--- src/rtl/scoring_pkg.sv ---
`default_nettype none
// +----------------------------------------------------------------------------+
// | Module  : scoring_pkg                                                      |
// | Purpose : Shared types and defaults for the scoring matrix.                |
// |           score_t - one opaque 2-bit cell value (0..3)                     |
// |           col_t   - one column of DEFAULT_N cells                          |
// | Rev     : 1.0  initial release                                             |
// +----------------------------------------------------------------------------+
package scoring_pkg;

  typedef logic [1:0] score_t;

  localparam int DEFAULT_N = 10;

  typedef score_t [DEFAULT_N-1:0] col_t;

endpackage
`default_nettype wire

--- src/rtl/scoring_matrix_col.sv ---
`default_nettype none
// +----------------------------------------------------------------------------+
// | Module  : scoring_matrix_col                                               |
// | Purpose : One matrix column of N score registers.                          |
// | Ports   : clk     - rising-edge clock                                      |
// |           rst     - synchronous active-high clear (wins over wr_en)        |
// |           wr_en   - load data_in into the column                           |
// |           data_in - column payload, data_in[r] is row r                    |
// |           col_q   - registered column contents                             |
// | Rev     : 1.0  initial release                                             |
// +----------------------------------------------------------------------------+
module scoring_matrix_col
  import scoring_pkg::*;
#(
  parameter int N = DEFAULT_N
) (
  input  logic             clk,
  input  logic             rst,
  input  logic             wr_en,
  input  score_t [N-1:0]   data_in,
  output score_t [N-1:0]   col_q
);

  always_ff @(posedge clk) begin
    if (rst) begin
      col_q <= '0;
    end else if (wr_en) begin
      col_q <= data_in;
    end
  end

endmodule
`default_nettype wire

--- src/rtl/scoring_matrix.sv ---
`default_nettype none
// +----------------------------------------------------------------------------+
// | Module  : scoring_matrix                                                   |
// | Purpose : NxN matrix of 2-bit scores loaded one column per write cycle;   |
// |           done flags that every column was written since the last round. |
// | Ports   : clk        - rising-edge clock                                   |
// |           rst        - synchronous active-high reset                       |
// |           data_in    - column payload, data_in[r] is row r                 |
// |           data_valid - column write strobe, bit c writes column c         |
// |           done       - registered round-complete flag                      |
// |           matrix_out - registered matrix, indexed [row][col]               |
// | Rev     : 1.0  initial release                                             |
// +----------------------------------------------------------------------------+
module scoring_matrix
  import scoring_pkg::*;
#(
  parameter int N = DEFAULT_N
) (
  input  logic                      clk,
  input  logic                      rst,
  input  logic [N-1:0][1:0]         data_in,
  input  logic [N-1:0]              data_valid,
  output logic                      done,
  output logic [N-1:0][N-1:0][1:0]  matrix_out
);

  // Column storage; unpacked so each column instance drives its own element.
  score_t [N-1:0] col_q [N];

  logic [N-1:0] written_mask;
  logic [N-1:0] next_mask;
  logic         new_round;

  genvar c;
  generate
    for (c = 0; c < N; c++) begin : g_col
      scoring_matrix_col #(
        .N (N)
      ) u_col (
        .clk     (clk),
        .rst     (rst),
        .wr_en   (data_valid[c]),
        .data_in (data_in),
        .col_q   (col_q[c])
      );
    end
  endgenerate

  // Pure rewiring from column-major storage to [row][col] output order.
  always_comb begin
    matrix_out = '0;
    for (int col = 0; col < N; col++) begin
      for (int row = 0; row < N; row++) begin
        matrix_out[row][col] = col_q[col][row];
      end
    end
  end

  // The first write after completion starts a fresh mask from that strobe
  // alone, so columns written in the previous round do not count again.
  always_comb begin
    new_round = done && (data_valid != '0);
    next_mask = new_round ? data_valid : (written_mask | data_valid);
  end

  always_ff @(posedge clk) begin
    if (rst) begin
      written_mask <= '0;
      done         <= 1'b0;
    end else begin
      written_mask <= next_mask;
      if (&next_mask) begin
        done <= 1'b1;
      end else if (new_round) begin
        done <= 1'b0;
      end
    end
  end

endmodule
`default_nettype wire

--- config.mk ---
export PLATFORM = sky130hd
export DESIGN_NAME = scoring_matrix
export DESIGN_NICKNAME = d
export VERILOG_FILES = /design/src/rtl/scoring_pkg.sv /design/src/rtl/scoring_matrix_col.sv /design/src/rtl/scoring_matrix.sv
export SDC_FILE = /design/constraint.sdc
export NUM_CORES = 1
export LEC_CHECK = 0
export ABC_AREA = 1
export ABC_CLOCK_PERIOD_IN_PS = 1060
export CORE_UTILIZATION = 55
export DETAILED_ROUTE_END_ITERATION = 10
export DONT_BUFFER_PORTS = 1
export PLACE_DENSITY = 0.73
export SETUP_SLACK_MARGIN = 0.5
export SYNTH_ARGS = -nofsm -noshare
export SYNTH_HDL_FRONTEND = slang
export SYNTH_HIERARCHICAL = 1
export SYNTH_SLANG_ARGS = --single-unit
--- constraint.sdc ---
create_clock -name clk -period 1.06 [get_ports clk]
set_input_delay 0.212 -clock clk [delete_from_list [all_inputs] [get_ports clk]]
set_output_delay 0.212 -clock clk [all_outputs]
set_load 0.01 [all_outputs]
==> metrics.yaml <==
status: "finished, violations left"
failed_checks: "hold timing, setup timing"
ant_nets: 0
routed_wirelength_um: 22060
worst_setup_path_start_kind: "flip-flop"
drt_iter0_markers: 409
cap_violations: 0
finalMaxSlewViolations: 0
grt_pass1_vias: 6272
viasPerCell: 4.687
cp_num_buf_inv: 1
gr-max-usage-layer: "met2"
core_um2: 15430
finalCriticalPeriod_ps: 1150
synthXorXnorAreaFrac_pct: 0
synth_nets: 1370
syn_avg_cell_area_um2: 6.599
hold_viol: 211
swShare_pct: 25.16
clkSinkCount: 211
clock_latency_ps: 490
p_leak_nw: 5.343
clkPwrFrac_pct: 40.8
power_frac_seq_pct: 51.4
antennaDiodeCount: 0
dp_hpwl_um: 13740
finalCritPeriodShare_pct: 108.5
cts_tree: "built"
dieArea_um2: 16570
yosysWarningCount: 6
rsz0062_at_grt: "yes"
path_depth: 1
rows: 45
reg2regPathDepth: 8
clkTransAtPathRegs_ps: 60
start_util_pct: 57.23
cp.arrival_ps: 940
slew_headroom_pct: 83.98
use_met3_pct: 9.064
vias: 7227
cpLargestDelayFamily: "flip-flops"
path_max_fanout: 2
multi_input_area_um2: 3792
hold-worst-slack_ps: -206.2
syn_area_um2: 8830
ys_seq_area_share_pct: 47.84
met1_usage_pct: 32.23
final_area_um2: 10460
place.gp.congestion: 0.7627
combPwrFrac_pct: 7.8
cpPeakStageDelay_ps: 340
crit_path_end: "done"
skew_ps: 4.155
criticalPathCategory: "flip-flop to output port"
end_kind: "output port"
min_path_type: "input pin to flip-flop"
synth_top_family_by_area: "simple AND/OR/NAND/NOR gates"
grt_overflow: 0
drc: 0
cts_made_buffers: 23
area_delta_synth_final_pct: 18.48
cp_data_required_time_ps: 850
final_nets: 1347
cts_root_buffer: "clkbuf_16"
drive_above_1_share_pct: 30.28
ir_drop_mv: 1.222
power.switching_mw: 4.522
die_w_um: 128.7
grt_max_degree: 43
hp-start: "rst"
reg2reg_to: "done$_SDFFE_PP0P_"
routedWlPerCell_um: 14.30
crit_path_cell_trace: "buf_6"
grt_usage_pct: 25.83
grt_pass1_wl_um: 33690
dpl-instance-area_um2: 8901
fin_ws_ps: -89.90
yosysUniqueCellTypes: 13
io_buffers: 0
seq_area_um2: 4763
ios: 233
setup_violations: 121
dr.pass1.iters: 5
internal_power_mw: 13.45
synthMuxAreaShare_pct: 0
htree_levels: 1
r2r_slack_ps: -60
cts_buffer_depth: 3
n_fill_cell: 1332
yosys.area_share.simple_pct: 35.70
cp-startpoint: "done$_SDFFE_PP0P_"
antenna_found_initial: 0
synth_compound_area_share_pct: 0.8786
crit_slowest_cell: "dfxtp_2"
synth-seq-cells: 211
power_mw: 17.97
met2_usage_pct: 42.73
die_h_um: 128.7
fmax_ghz: 0.8696
syn_inst: 1338
power.density_nw_per_um2: 1718
r2r_start: "done$_SDFFE_PP0P_"
synth_adder_area_share_pct: 0
tightest_slew_ps: 240.2
[layer usage]
metal / part of all wire (%) / routed length [um] / vias to the layer above
met4: 1.9 / 414 / 0
met2: 47 / 10420 / 218
met3: 10 / 2219 / 38
met5: 0 / 0 / -
met1: 41 / 9006 / 3211
li1: - / - / 3760
[kinds of logic (layout without fill, tap and decap cells)]
kind of cell           count (synthesis)  after routing
flip-flops                           211            211
buffers and inverters                280            272
AO/OA/AOI/OAI                         12             13
AND/OR/NAND/NOR                      835            835
[cell type report]
class	count	area share (%)
clock buffer	35	6.315
timing repair buffer	12	0.9329
clock inverter	6	0.3468
tap	211	2.524
sequential	211	45.53
inverter	219	8.097
multi-input combinational	848	36.25
[how the worst min path moves through the flow]
stage               slack (ps)                    endpoint  cells past startpoint
finish                    -210  written_mask[8]$_SDFF_PP0_                      1
global route              -230           done$_SDFFE_PP0P_                      1
CTS                       -230           done$_SDFFE_PP0P_                      1
detailed placement         280           done$_SDFFE_PP0P_                      1
global placement           280           done$_SDFFE_PP0P_                      1
floorplan                  280  written_mask[3]$_SDFF_PP0_                      1
[what timing repair did]
item	4_1_cts	5_1_grt
cloned	1	0
gates resized for setup	81	219
setup endpoints to repair	412	412
setup buffers	2	0
pin swaps	201	8
endpoints found under the hold margin	211	211
[per-stage QoR]
step	hold slack [ps]	util, %	setup TNS, ps	std cells	setup slack (ps)
2_1_floorplan	281.1	-	-70.33	1338	-70.33
3_3_place_gp	278.7	57.70	-737.4	1498	-246.2
3_5_place_dp	281.9	57.70	-983.2	1498	-291.8
4_1_cts	-228.8	63.69	-2670	1542	-94.60
5_1_grt	-234.6	67.81	-6085	1542	-142.9
6_report	-206.2	67.81	-1276	1542	-89.90
[synth_stat cells (all sizes together)]
library cell | instances | area share (%)
inv | 219 | 9.3
o21bai | 1 | 0.21
nor2 | 411 | 18
a21oi | 11 | 0.67
dfxtp | 211 | 48
clkbuf | 1 | 0.042
nand3 | 2 | 0.17
nand2 | 422 | 18
buf | 60 | 6.2
[power groups by stage]
stage               registers [mW]  logic, mW  clock network (mW)
floorplan                     9.28       1.44                   0
global route                  9.30       1.64                7.87
finish                        9.24       1.40                7.34
CTS                           9.23       1.28                7.47
detailed placement            9.44       1.24                   0
global placement              9.43       1.20                   0
[sequential cells by signal (all words and copies together) (netlist names)]
register           cells
g_col.u_col/col_q    200
done                   1
written_mask          10
[cell usage in the layout (no fill, tap or decap)]
cell type,netlist,routed
clkbuf_8,0,4
nor2_4,0,39
a21oi_1,10,7
nand3_1,1,1
nand2_2,0,8
clkinv_2,0,4
o21bai_4,1,2
dfxtp_4,0,115
dfxtp_2,0,86
nor2_1,407,280
inv_2,0,1
inv_1,219,208
buf_4,0,10
nand3_2,1,1
buf_6,40,2
clkbuf_1,1,8
inv_4,0,10
a21oi_2,1,4
nor2_2,4,92
dfxtp_1,211,10
clkinv_4,0,1
clkbuf_16,0,23
nand2_1,422,414
clkinvlp_4,0,1
Note: power is estimated with default switching activity, not from simulation.
==> RTL edit, RTL diff (same flow settings) <==
`DEFAULT_N`: 10 -> 12.
--- a/src/rtl/scoring_pkg.sv
+++ b/src/rtl/scoring_pkg.sv
@@ -11,5 +11,5 @@
   typedef logic [1:0] score_t;
 
-  localparam int DEFAULT_N = 10;
+  localparam int DEFAULT_N = 12;
 
   typedef score_t [DEFAULT_N-1:0] col_t;
Ports: changed (resized data_in, data_valid and matrix_out); port bits go from 233 to 327. No check against the original RTL was run, so the function may have changed too.
==> RTL edit against the unedited design <==
The flow finishes with violations (design-rule violations, negative hold slack, negative setup slack); sequential cell count increased by 90; non-clock buffer count is 22 higher; routed wire length up 65%; synthesized area increased by 40%; worst setup slack worse by 0.079 ns; total power up 42%; design area grew 45%.
==> RTL edit: results <==
[sta]
hold_viol_final = 301
finalSetupViolCount = 290
worst_slew_pin_slew_ns = 0.421
clock_skew_ns = 0.00654
finalHoldWorstSlack_ns = -0.252
setup_ws_ns = -0.169

[power]
leakage_nw = 7.70
power_switching_share_pct = 25.6
internal_power_w = 0.0191
clock_power_share_pct = 40.2

[status]
violations = "design-rule violations, negative hold slack, negative setup slack"
outcome = "finished with violations"

[grt]
use_met1_pct = 36.3
grt_max_degree = 51
grt_use_met2_pct = 48.6

[hold_path]
hold_path_end = "written_mask[1]"

[route]
dr.pass1.iters = 9
dr_total_vias = 10700
drcViolationCount = 46
wirelength_um = 36400
wl_met2_um = 16900

[final_layout]
top_regs = "g_col.u_col/col_q (288), written_mask (12), done (1)"

[placement]
dp_cells = 2130

[critical_path]
cp_max_fo = 3
crit_slowest_cell = "dfxtp_4"
[RTL edit: timing repair]
| action | CTS | global route |
|---|---|---|
| hold endpoints to repair | 301 | 301 |
| resized for setup | 375 | 319 |
| setup endpoints to repair | 590 | 590 |
| buffers inserted | 0 | 1 |
| hold buffers | 3 | 5 |
| gates cloned | 0 | 1 |
| pin swaps | 118 | 135 |
[RTL edit: area by class of cell]
| class | instances | area [um^2] |
|---|---|---|
| clock buffers | 48 | 930 |
| clock inverters | 5 | 33.8 |
| fillers | 1794 | 6770 |
| inverters | 312 | 1220 |
| multi-input cells | 1213 | 5490 |
| flip-flops and latches | 301 | 6860 |
| well taps | 280 | 350 |
| repair buffers | 34 | 317 |
[RTL edit: cells by family after synthesis]
kind of cell	count (synthesis)	synth area share, %
buf+inv	398	14.4
flops	301	48.6
compound gates	13	0.525
simple gates	1199	36.4
